## src/rtl/prt_read_scheduler.sv

```systemverilog
// Purpose: round-robin arbiter sharing the PRT read port across NUM_REQ egress requesters, streaming each packet to its owner.
// Latency: ack is combinational in IDLE; first byte two cycles after ack; one IDLE cycle between back-to-back packets.
// Backpressure: any PRT RDY low stalls its state with EN low; out_ready low stalls the byte stream without consuming a byte.
module prt_read_scheduler #(
    parameter int DATA_WIDTH = 8,
    parameter int NUM_SLOTS  = 4,
    parameter int NUM_REQ    = 2,
    parameter int MAX_BYTES  = 1518,
    localparam int SW = (NUM_SLOTS > 1) ? $clog2(NUM_SLOTS) : 1,
    localparam int RW = (NUM_REQ > 1) ? $clog2(NUM_REQ) : 1
) (
    input  logic                    CLK,
    input  logic                    RST_N,
    input  logic [NUM_REQ-1:0]      req_valid,
    input  logic [NUM_REQ*SW-1:0]   req_slot,
    input  logic [NUM_REQ-1:0]      req_invalidate,
    output logic [NUM_REQ-1:0]      req_ack,
    input  logic                    out_ready,
    output logic                    out_valid,
    output logic [DATA_WIDTH-1:0]   out_data,
    output logic                    out_last,
    output logic [RW-1:0]           out_owner,
    output logic                    out_abort,
    output logic                    busy,
    output logic                    EN_start_reading_prt_entry,
    input  logic                    RDY_start_reading_prt_entry,
    output logic [SW-1:0]           start_reading_prt_entry_slot,
    output logic                    EN_read_prt_entry,
    input  logic                    RDY_read_prt_entry,
    input  logic [DATA_WIDTH:0]     read_prt_entry,
    output logic                    EN_invalidate_prt_entry,
    input  logic                    RDY_invalidate_prt_entry,
    output logic [SW-1:0]           invalidate_prt_entry_slot
);

    localparam logic [15:0] GUARD_CNT = 16'(MAX_BYTES - 1);

    typedef enum logic [1:0] {IDLE, START, READ, INVAL} state_t;

    state_t          state;
    state_t          state_nxt;
    logic [RW-1:0]   owner;
    logic [RW-1:0]   rr_ptr;
    logic [SW-1:0]   slot;
    logic            inv;
    logic [15:0]     byte_cnt;

    logic [RW-1:0]   win;
    logic            win_vld;
    logic [SW-1:0]   win_slot;
    logic            win_inv;
    logic [RW-1:0]   idx_w;
    int              idx;
    logic            done_bit;
    logic            at_guard;

    // Round-robin pick: first requesting index after rr_ptr, wrapping at NUM_REQ.
    always_comb begin
        win     = '0;
        win_vld = 1'b0;
        idx     = 0;
        idx_w   = '0;
        for (int i = 1; i <= NUM_REQ; i++) begin
            idx = int'(rr_ptr) + i;
            if (idx >= NUM_REQ) begin
                idx = idx - NUM_REQ;
            end
            idx_w = RW'(idx);
            if (!win_vld && req_valid[idx_w]) begin
                win_vld = 1'b1;
                win     = idx_w;
            end
        end
    end

    // Pull the winner's slot and invalidate flag out of the packed request buses.
    always_comb begin
        win_slot = '0;
        win_inv  = 1'b0;
        for (int i = 0; i < NUM_REQ; i++) begin
            if (RW'(i) == win) begin
                win_slot = req_slot[i*SW +: SW];
                win_inv  = req_invalidate[i];
            end
        end
    end

    assign done_bit = read_prt_entry[DATA_WIDTH];
    assign at_guard = (byte_cnt == GUARD_CNT);

    // Next-state and strobe generation; every EN is qualified by its RDY.
    always_comb begin
        state_nxt                  = state;
        req_ack                    = '0;
        EN_start_reading_prt_entry = 1'b0;
        EN_read_prt_entry          = 1'b0;
        EN_invalidate_prt_entry    = 1'b0;
        out_last                   = 1'b0;
        out_abort                  = 1'b0;
        case (state)
            IDLE: begin
                if (win_vld) begin
                    req_ack[win] = 1'b1;
                    state_nxt    = START;
                end
            end
            START: begin
                EN_start_reading_prt_entry = RDY_start_reading_prt_entry;
                if (RDY_start_reading_prt_entry) begin
                    state_nxt = READ;
                end
            end
            READ: begin
                EN_read_prt_entry = RDY_read_prt_entry && out_ready;
                out_last  = EN_read_prt_entry && (done_bit || at_guard);
                out_abort = EN_read_prt_entry && !done_bit && at_guard;
                if (out_last) begin
                    // A guard-aborted packet is always invalidated so the slot is reclaimed.
                    state_nxt = (inv || out_abort) ? INVAL : IDLE;
                end
            end
            INVAL: begin
                EN_invalidate_prt_entry = RDY_invalidate_prt_entry;
                if (RDY_invalidate_prt_entry) begin
                    state_nxt = IDLE;
                end
            end
            default: state_nxt = IDLE;
        endcase
    end

    assign out_valid                    = EN_read_prt_entry;
    assign out_data                     = read_prt_entry[DATA_WIDTH-1:0];
    assign out_owner                    = owner;
    assign busy                         = (state != IDLE);
    assign start_reading_prt_entry_slot = slot;
    assign invalidate_prt_entry_slot    = slot;

    // State, grant context, byte counter and round-robin pointer.
    always_ff @(posedge CLK or negedge RST_N) begin
        if (!RST_N) begin
            state    <= IDLE;
            owner    <= '0;
            slot     <= '0;
            inv      <= 1'b0;
            byte_cnt <= '0;
            rr_ptr   <= RW'(NUM_REQ - 1);
        end else begin
            state <= state_nxt;
            if (state == IDLE && win_vld) begin
                owner <= win;
                slot  <= win_slot;
                inv   <= win_inv;
            end
            if (EN_start_reading_prt_entry) begin
                byte_cnt <= '0;
            end else if (EN_read_prt_entry && byte_cnt != 16'hFFFF) begin
                byte_cnt <= byte_cnt + 16'd1;
            end
            // Pointer moves only when a packet finishes, so the completed owner yields next.
            if (out_last) begin
                rr_ptr <= owner;
            end
        end
    end

endmodule

```

## config.mk

```make
export PLATFORM = sky130hd
export DESIGN_NAME = prt_read_scheduler
export DESIGN_NICKNAME = d
export VERILOG_FILES = /design/src/rtl/prt_read_scheduler.sv
export SDC_FILE = /design/constraint.sdc
export NUM_CORES = 1
export LEC_CHECK = 0
export BUFFER_PORTS_ARGS = -buffer_cell sky130_fd_sc_hd__buf_2
export CORE_MARGIN = 4
export CORE_UTILIZATION = 45
export DETAILED_ROUTE_END_ITERATION = 16
export GPL_TIMING_DRIVEN = 1
export PLACE_DENSITY = 0.72
export SYNTH_ARGS = -nofsm -noshare
export SYNTH_HDL_FRONTEND = slang
export SYNTH_SLANG_ARGS = --single-unit
```

## constraint.sdc

```tcl
create_clock -name CLK -period 2.4 [get_ports CLK]
set_input_delay 0.36 -clock CLK [delete_from_list [all_inputs] [get_ports CLK]]
set_output_delay 0.36 -clock CLK [all_outputs]
set_load 0.01 [all_outputs]
```

==> results of run 1 <==
cells in the mapped netlist (2+ instances only):
master	n
nor3_1	7
mux2i_1	14
nand2b_1	6
a211oi_1	3
buf_2	4
nand3_1	8
buf_4	12
a21oi_1	9
a41oi_1	2
nand4_1	4
ha_1	2
and4_1	3
inv_1	5
or4_1	2
and3_1	7
dfrtp_1	22
o21ai_0	4
a311oi_1	3
or2_2	2
nand2_1	20
nor2_1	8
and2_1	4
a31oi_1	2
worst max-delay path by stage:
stage                start   endpoint  slack [ns]  cells past startpoint
5_1_grt        byte_cnt[9]  out_abort        0.06                      4
4_1_cts        byte_cnt[9]  out_abort        0.13                      4
2_1_floorplan  byte_cnt[9]  out_abort        0.64                      3
3_5_place_dp   byte_cnt[9]  out_abort        0.51                      4
3_3_place_gp   byte_cnt[9]  out_abort        0.52                      4
6_report       byte_cnt[9]  out_abort        0.14                      4
registers in the layout (all words and copies together) (netlist names):
name / flops
out_owner: 1
rr_ptr: 1
state: 2
invalidate_prt_entry_slot: 2
inv: 1
byte_cnt: 16
per-stage QoR:
stage                      util  total power (uW)  std cells  setup WS (ns)  hold slack, ns
after CTS                 0.505              1270        239          0.127         0.00113
after detailed placement  0.498              1080        235          0.512           0.372
final                     0.505              1260        239          0.142         -0.0135
after global routing      0.505              1370        239         0.0557          0.0194
after global placement    0.498              1070        235          0.523           0.373
after floorplan               -               960        179          0.641          0.0644
per-layer routing:
metal / vias to the layer above / routed length (um) / GRT usage
met5: - / 0 / 0
met4: 0 / 45 / 0.0620
met3: 7 / 222 / 0.0378
met2: 30 / 1600 / 0.280
met1: 620 / 1600 / 0.205
li1: 673 / - / -
final cells by class:
class                           instances  area [sq um]
Sequential cell                        23           577
Multi-Input combinational cell        132           898
Fill cell                             329          1690
Timing Repair Buffer                   28           140
Tap cell                               46          57.6
Clock buffer                            4          26.3
Inverter                                6          27.5
power by group:
part	internal [uW]	switching [uW]	total, uW
combinational	215	265	480
clock	65.3	124	189
sequential	479	107	586
worst max-delay path, delay by kind of cell (launching register included):
kind,cells,cell delay (ns)
AND/OR/NAND/NOR,3,1.00
buffers and inverters,1,0.12
flip-flops,1,0.46
cell families after synthesis:
logic type | count (synthesis) | share of synthesized area
adder cells (fa/ha/maj) | 2 | 0.0154
buffers and inverters | 24 | 0.0896
AO/OA/AOI/OAI | 31 | 0.135
flip-flops | 23 | 0.356
multiplexers | 14 | 0.0865
AND/OR/NAND/NOR | 85 | 0.317
==> flow_summary_export.csv, run 1 <==
group,metric,value,unit
synthesis,synth_top_area_frac,0.340,
sta,finalSetupTns,0,ns
final_layout,layout_common_cells,"28 x buf_2, 22 x dfrtp_1, 20 x nand2_1",
place,place.gp.congestion,0.808,
sta,holdWs,-0.0135,ns
synthesis,yosys-top-cells-area,"dfrtp_1 34%, mux2i_1 8.6%, buf_4 5.6%",
worst_setup_path,end_kind,"output pin",
routing,viasPerCell,5.56,
outcome,status,"complete, but fails checks",
place,io_buffers,28,
cts,cts_resized,0,
cts,clock_sinks,23,
sta,skew,0.00257,ns
routing,drc,0,
routing,drt-pass1-iter-count,4,
worst_setup_path,cp_slowest_cell,"or4b_4",
routing,wire_per_inst,14.5,um
sta,min_period_over_period,0.941,
power,peakVddDrop,468,uV
worst_setup_path,crit_path_max_fanout,6,
final_layout,fin_nets,219,
cts,cts_setup_buffers,0,
floorplanning,dieWidth,68.0,um
synthesis,synth-seq-area-share,0.356,
cts,cts_tree,"built",
floorplanning,row_count,21,
cts,htreeDepth,1,
sta,hold_viol,22,
outcome,violations,"negative hold slack",
floorplanning,core,0.00342,sq mm
grt,grt_util_all_layers,0.166,
routing,wirelength,3.47,mm
sta,drv_slew,0,
floorplanning,pin_count,45,
min_path,hold_class,"in2async",
worst_setup_path,arrival,1.90,ns
power,cellLeakagePower,0.000818,uW
place,dp_hpwl,2.62,mm
cts,worstSkewPairLatency,0.33,ns
grt,overflow,0,
cts,clk_pin_slew,0.13,ns
cts,cts_hold_buf,0,
synthesis,synth_edf_count,0,
routing,final_antenna_net_count,0,
synthesis,netlist_instances,179,
synthesis,async_reset_ff_frac,1.00,
synthesis,yosysWarnings,0,
synthesis,ys.flop_type,"dfrtp_1",
worst_setup_path,ff2ff_setup_slack,0.63,ns
grt,antenna_found_initial,0,
grt,grt_pass1_wl,5.79,mm
final_layout,layout-drive-gt1-share,0.228,
routing,drt-initial-drc-count,58,
job,timing.max_cap.violations,0,
final_layout,syn_to_final_growth,6.56,%
synthesis,syn_area,0.00162,sq mm
place,postPlaceCellArea,0.00170,sq mm
routing,num_vias,1330,
worst_setup_path,r2r-end,"byte_cnt[12]",
floorplanning,initial_core_util,0.474,
grt,grt_max_degree,24,
synthesis,ys_types,49,
final_layout,n_antenna_cell,0,
synthesis,syn_nets,204,
sta,maxSlewHeadroom,0.651,
synthesis,synth-seq-cells,23,
sta,final-setup-viol-count,0,
synthesis,yosys.area.top_type,"dfrtp_1",
worst_setup_path,r2r-start,"byte_cnt[0]",
final_layout,final_cell_area,0.00173,sq mm
worst_setup_path,criticalPathCategory,"reg2out",
sta,fmax,0.443,GHz
sta,rsz0062_at_grt,"false",
power,p_per_area,728,mW/mm^2
grt,grt_pass1_vias,1281,
worst_setup_path,crit_path_start_kind,"flip-flop",
worst_setup_path,r2r_cells,5,
final_layout,final_common_cell,"buf_2",
floorplanning,chipHeight,68.0,um
cts,clk_path_buf_depth,2,
sta,period_needed,2.26,ns
synthesis,avgSynthCellArea,9.05,sq um
worst_setup_path,worstPathRequired,2.04,ns
cts,numCtsBuffers,3,
floorplanning,dieArea,0.00462,sq mm
cts,ctsRootBufferMaster,"clkbuf_4",
worst_setup_path,cpPeakStageDelay,0.58,ns
sta,tightest_slew,0.523,ns
worst_setup_path,path_cells,"or4b_4, nor3_1, and3_1, buf_2",
Power figures use the tool's default switching activity.
==> inputs of run 2 (changes only) <==
- ABC_AREA: unset -> 1
==> flow_summary_export.csv, run 2 <==
group,metric,value,unit
grt,grt_pass1_wl,6.15,mm
place,dp_hpwl,2.85,mm
grt,grt_max_degree,24,
synthesis,synth_top_area_frac,0.330,
grt,busiest_layer,"met2",
sta,finalSetupTns,0,ns
synthesis,yosys-top-cells-area,"dfrtp_1 33%, nand2_1 17%, nor2_1 8.3%",
sta,tightest_slew,0.524,ns
final_layout,layout-drive-gt1-share,0.174,
synthesis,netlist_instances,245,
final_layout,largest_reg_flops,16,
cts,htreeDepth,1,
synthesis,avgSynthCellArea,6.81,sq um
floorplanning,dieArea,0.00474,sq mm
grt,grt_util_all_layers,0.174,
worst_setup_path,worstPathRequired,2.04,ns
floorplanning,pin_count,45,
worst_setup_path,crit_family,"flip-flops",
synthesis,synth_common_cells,"74 x nand2_1, 37 x nor2_1, 27 x inv_1, 24 x nand3_1, 22 x dfrtp_1",
routing,wirelength,3.68,mm
grt,use_met2,0.262,
cts,clk_path_buf_depth,2,
routing,drc,0,
cts,clk_pin_slew,0.09,ns
final_layout,fillers,365,
synthesis,synth-seq-cells,23,
worst_setup_path,ff2ff_setup_slack,0.72,ns
place,io_buffers,28,
cts,ctsRootBufferMaster,"clkbuf_8",
routing,wire_per_inst,11.8,um
worst_setup_path,r2r-start,"byte_cnt[0]",
synthesis,ys_types,27,
floorplanning,dieWidth,68.9,um
routing,num_vias,1543,
sta,maxSlewHeadroom,0.651,
worst_setup_path,r2r-end,"byte_cnt[12]",
sta,final-setup-viol-count,0,
routing,final_antenna_net_count,0,
cts,worstSkewPairLatency,0.27,ns
synthesis,synth_most_common_cell,"nand2_1",
final_layout,n_antenna_cell,0,
worst_setup_path,path_cells,"ha_1, nand2_1, inv_1, nand2_1, nor2_1, nand3_1, nand2_1, nand2_1, inv_1, buf_2",
sta,drv_slew,0,
worst_setup_path,crit_path_max_fanout,7,
final_layout,final_common_cell,"nand2_1",
sta,period_needed,1.98,ns
grt,use_met1,0.245,
synthesis,async_reset_ff_frac,1.00,
final_layout,syn_to_final_growth,8.70,%
final_layout,layout_common_cells,"74 x nand2_1, 37 x nor2_1, 28 x buf_2",
worst_setup_path,criticalPathCategory,"reg2out",
synthesis,yosysWarnings,0,
routing,drt-initial-drc-count,94,
synthesis,syn_nets,270,
power,p_per_area,822,mW/mm^2
final_layout,fin_nets,291,
sta,holdWs,0.0479,ns
worst_setup_path,arrival,1.62,ns
grt,met3_usage,0.0438,
cts,clock_sinks,23,
cts,cts_hold_buf,0,
synthesis,ys.flop_type,"dfrtp_1",
cts,cts_setup_buffers,0,
grt,grt_pass1_vias,1363,
floorplanning,row_count,21,
grt,antenna_found_initial,0,
floorplanning,initial_core_util,0.481,
synthesis,yosys.area.top_type,"dfrtp_1",
worst_setup_path,cp_slowest_cell,"dfrtp_1",
worst_setup_path,cpPeakStageDelay,0.47,ns
cts,cts_tree,"built",
floorplanning,core,0.00347,sq mm
worst_setup_path,crit_top_cell,"nand2_1",
grt,overflow,0,
outcome,status,"completed",
worst_setup_path,end_kind,"output pin",
synthesis,syn_area,0.00167,sq mm
worst_setup_path,crit_path_start_kind,"flip-flop",
worst_setup_path,crit_buf_inv,3,
sta,rsz0062_at_grt,"false",
synthesis,synth_edf_count,0,
place,place.gp.congestion,0.940,
sta,fmax,0.504,GHz
worst_setup_path,r2r_cells,9,
min_path,hold_class,"in2async",
cts,numCtsBuffers,3,
final_layout,largest_register,"byte_cnt",
power,cellLeakagePower,0.000976,uW
routing,viasPerCell,4.96,
floorplanning,chipHeight,68.9,um
sta,hold_viol,0,
synthesis,synth-seq-area-share,0.346,
sta,min_period_over_period,0.826,
routing,drt-pass1-iter-count,4,
cts,cts_resized,0,
power,peakVddDrop,348,uV
sta,skew,0.00180,ns
job,timing.max_cap.violations,0,
-- run 2: stage by stage --
stage	power [uW]	setup slack, ns	cell area [sq um]	util	cells
3_5_place_dp	1240	0.719	1760	0.509	307
5_1_grt	1640	0.186	1810	0.523	311
3_3_place_gp	1240	0.738	1760	0.509	307
4_1_cts	1500	0.400	1810	0.523	311
2_1_floorplan	1100	0.810	1670	-	245
6_report	1490	0.417	1810	0.523	311
-- run 2: worst reg2reg max path, delay by kind of cell (launching register included) --
kind	cells	cell delay (ns)
fa+ha+maj	1	0.30
simple gates	6	0.61
buf+inv	1	0.17
compound gates	1	0.07
flops	1	0.47
-- run 2: logic make-up (layout without fill, tap and decap cells) --
| logic type | after synthesis | after routing | share of synthesized area |
|---|---|---|---|
| AND/OR/NAND/NOR | 152 | 152 | 0.403 |
| buffers and inverters | 43 | 63 | 0.134 |
| flip-flops | 23 | 23 | 0.346 |
| AO/OA/AOI/OAI | 16 | 16 | 0.0548 |
| XOR/XNOR | 9 | 9 | 0.0473 |
| adder cells (fa/ha/maj) | 2 | 2 | 0.0150 |
-- run 2: how the worst max path moves through the flow --
stage           startpoint  depth (start not counted)    endpoint  slack (ns)
2_1_floorplan     state[1]                          5  req_ack[0]        0.81
3_3_place_gp   byte_cnt[1]                         11    out_last        0.74
3_5_place_dp   byte_cnt[0]                         10    out_last        0.72
4_1_cts        byte_cnt[0]                         10    out_last        0.40
5_1_grt        byte_cnt[1]                         11    out_last        0.19
6_report       byte_cnt[0]                         10    out_last        0.42
-- run 2: power by group --
group | switching, uW | internal (uW) | leakage (uW)
sequential | 129 | 500 | 0.000302
combinational | 380 | 223 | 0.000652
clock | 142 | 118 | 0.0000217
total | 650 | 841 | 0.000976
-- run 2: area by class of cell --
class	count	area [sq um]	share of cell area
clock inverters	1	7.51	0.00414
flip-flops and latches	23	577	0.318
multi-input cells	179	867	0.478
inverters	30	115	0.0635
repair buffers	29	148	0.0814
well taps	46	57.6	0.0317
clock buffers	3	41.3	0.0228
-- run 2: routing by layer --
layer  vias to the layer above  wire (um)
li1                        802          -
met1                       679       1680
met2                        51       1670
met3                        11        257
met4                         0         76
met5                         -          0
==> inputs of run 3 (changes only) <==
- PLACE_DENSITY: 0.72 -> 0.75
- clock period: 2.4 -> 1.7 ns (I/O delays scaled with it)
==> flow_summary_export.csv, run 3 (same netlist as run 2, synthesis figures left out) <==
group,metric,value,unit
floorplanning,chipHeight,68.9,um
grt,grt_util_all_layers,0.177,
power,peakVddDrop,430,uV
cts,htreeDepth,1,
routing,drc,0,
final_layout,syn_to_final_growth,20.9,%
grt,grt_max_degree,24,
outcome,status,"complete, but fails checks",
floorplanning,dieArea,0.00474,sq mm
cts,clock_sinks,23,
floorplanning,dieWidth,68.9,um
worst_setup_path,crit_path_max_fanout,2,
power,p_per_area,1170,mW/mm^2
final_layout,final_common_cell,"nand2_1",
cts,clk_pin_slew,0.08,ns
job,timing.max_cap.violations,0,
place,io_buffers,28,
final_layout,n_antenna_cell,0,
outcome,violations,"negative setup slack",
floorplanning,core,0.00347,sq mm
floorplanning,initial_core_util,0.481,
final_layout,layout-drive-gt1-share,0.266,
sta,fmax,0.552,GHz
final_layout,layout.cells.non_filler,328,
cts,clk_path_buf_depth,2,
sta,rsz0062_at_grt,"true",
place,dp_hpwl,2.88,mm
final_layout,layout_common_cells,"72 x nand2_1, 33 x nor2_1, 27 x buf_2",
worst_setup_path,worstPathRequired,1.44,ns
power,cellLeakagePower,0.00106,uW
sta,setup_ws,-0.110,ns
routing,num_vias,1645,
grt,grt_pass1_wl,6.40,mm
sta,min_period_over_period,1.06,
cts,numCtsBuffers,3,
routing,drt-initial-drc-count,101,
routing,drt-pass1-iter-count,4,
sta,final-setup-viol-count,1,
final_layout,fin_nets,308,
grt,grt_pass1_vias,1507,
sta,skew,0.00392,ns
worst_setup_path,end_kind,"output pin",
sta,period_needed,1.81,ns
routing,viasPerCell,5.02,
routing,wirelength,4.07,mm
routing,wire_per_inst,12.4,um
cts,cts_tree,"built",
worst_setup_path,criticalPathCategory,"reg2out",
final_layout,largest_reg_flops,16,
grt,overflow,0,
sta,tightest_slew,0.536,ns
cts,worstSkewPairLatency,0.26,ns
floorplanning,pin_count,45,
worst_setup_path,arrival,1.56,ns
place,dp.cells,311,
routing,final_antenna_net_count,0,
grt,antenna_found_initial,0,
place,place_ws,0.110,ns
worst_setup_path,crit_path_start_kind,"flip-flop",
final_layout,largest_register,"byte_cnt",
min_path,hold_class,"in2reg",
floorplanning,row_count,21,
sta,drv_slew,0,
sta,maxSlewHeadroom,0.643,
final_layout,fillers,326,
place,place.gp.congestion,0.871,
cts,ctsRootBufferMaster,"clkbuf_8",
sta,hold_viol,0,
sta,holdWs,0.244,ns
-- run 3: final cells by class --
cell class              count  area (sq um)  share of cell area
multi-input cells         179           921               0.457
repair buffers             46           288               0.143
well taps                  46          57.6              0.0285
clock buffers               4          45.0              0.0223
flip-flops and latches     23           581               0.288
inverters                  30           125              0.0620
-- run 3: where the power goes --
part           switching (uW)  internal (uW)
Combinational             659            473
Sequential                174            711
Clock                     178            167
-- run 3: worst paths after layout --
check                                               end        start  cells past startpoint  slack [ns]
max in group asynchronous                      state[1]        RST_N                      2        0.81
setup / recovery                               out_last  byte_cnt[1]                     11       -0.11
hold reg to reg                                  rr_ptr       rr_ptr                      2        0.47
setup reg to reg                           byte_cnt[10]  byte_cnt[1]                     11        0.03
min in group asynchronous                   byte_cnt[7]        RST_N                      2        0.50
hold / removal             invalidate_prt_entry_slot[1]  req_slot[1]                      3        0.24
-- run 3: metal layers --
layer / share of wire / vias to the layer above / track usage
li1: - / 831 / -
met1: 0.43 / 754 / 0.232
met2: 0.49 / 49 / 0.298
met3: 0.060 / 11 / 0.0243
met4: 0.021 / 0 / 0.0633
met5: 0 / - / 0
-- run 3: timing repair --
item	CTS	global route
setup endpoints to repair	2	14
buffers inserted	3	9
resized for setup	2	24
pin swaps	1	6
hold buffers	1	0
endpoints found under the hold margin	22	0
-- run 3: worst max-delay path, stage by stage, from the launching register on --
cell and delay, ns:
dfrtp_1 0.41, inv_2 0.09, ha_4 0.13, nand2_1 0.04, inv_1 0.07, nand2_2 0.06, nor2_2 0.10, nand3_1 0.09
nand2_1 0.09, nand2_2 0.06, inv_2 0.06, buf_6 0.09
-- run 3: through the flow --
stage          area [sq um]  power, uW  setup TNS [ns]  utilization
2_1_floorplan          1670       1560               0            -
3_3_place_gp           1790       1790               0        0.517
3_5_place_dp           1790       1800               0        0.517
4_1_cts                1880       2180          -0.114        0.541
5_1_grt                2020       2560          -0.724        0.582
6_report               2020       2360          -0.110        0.582
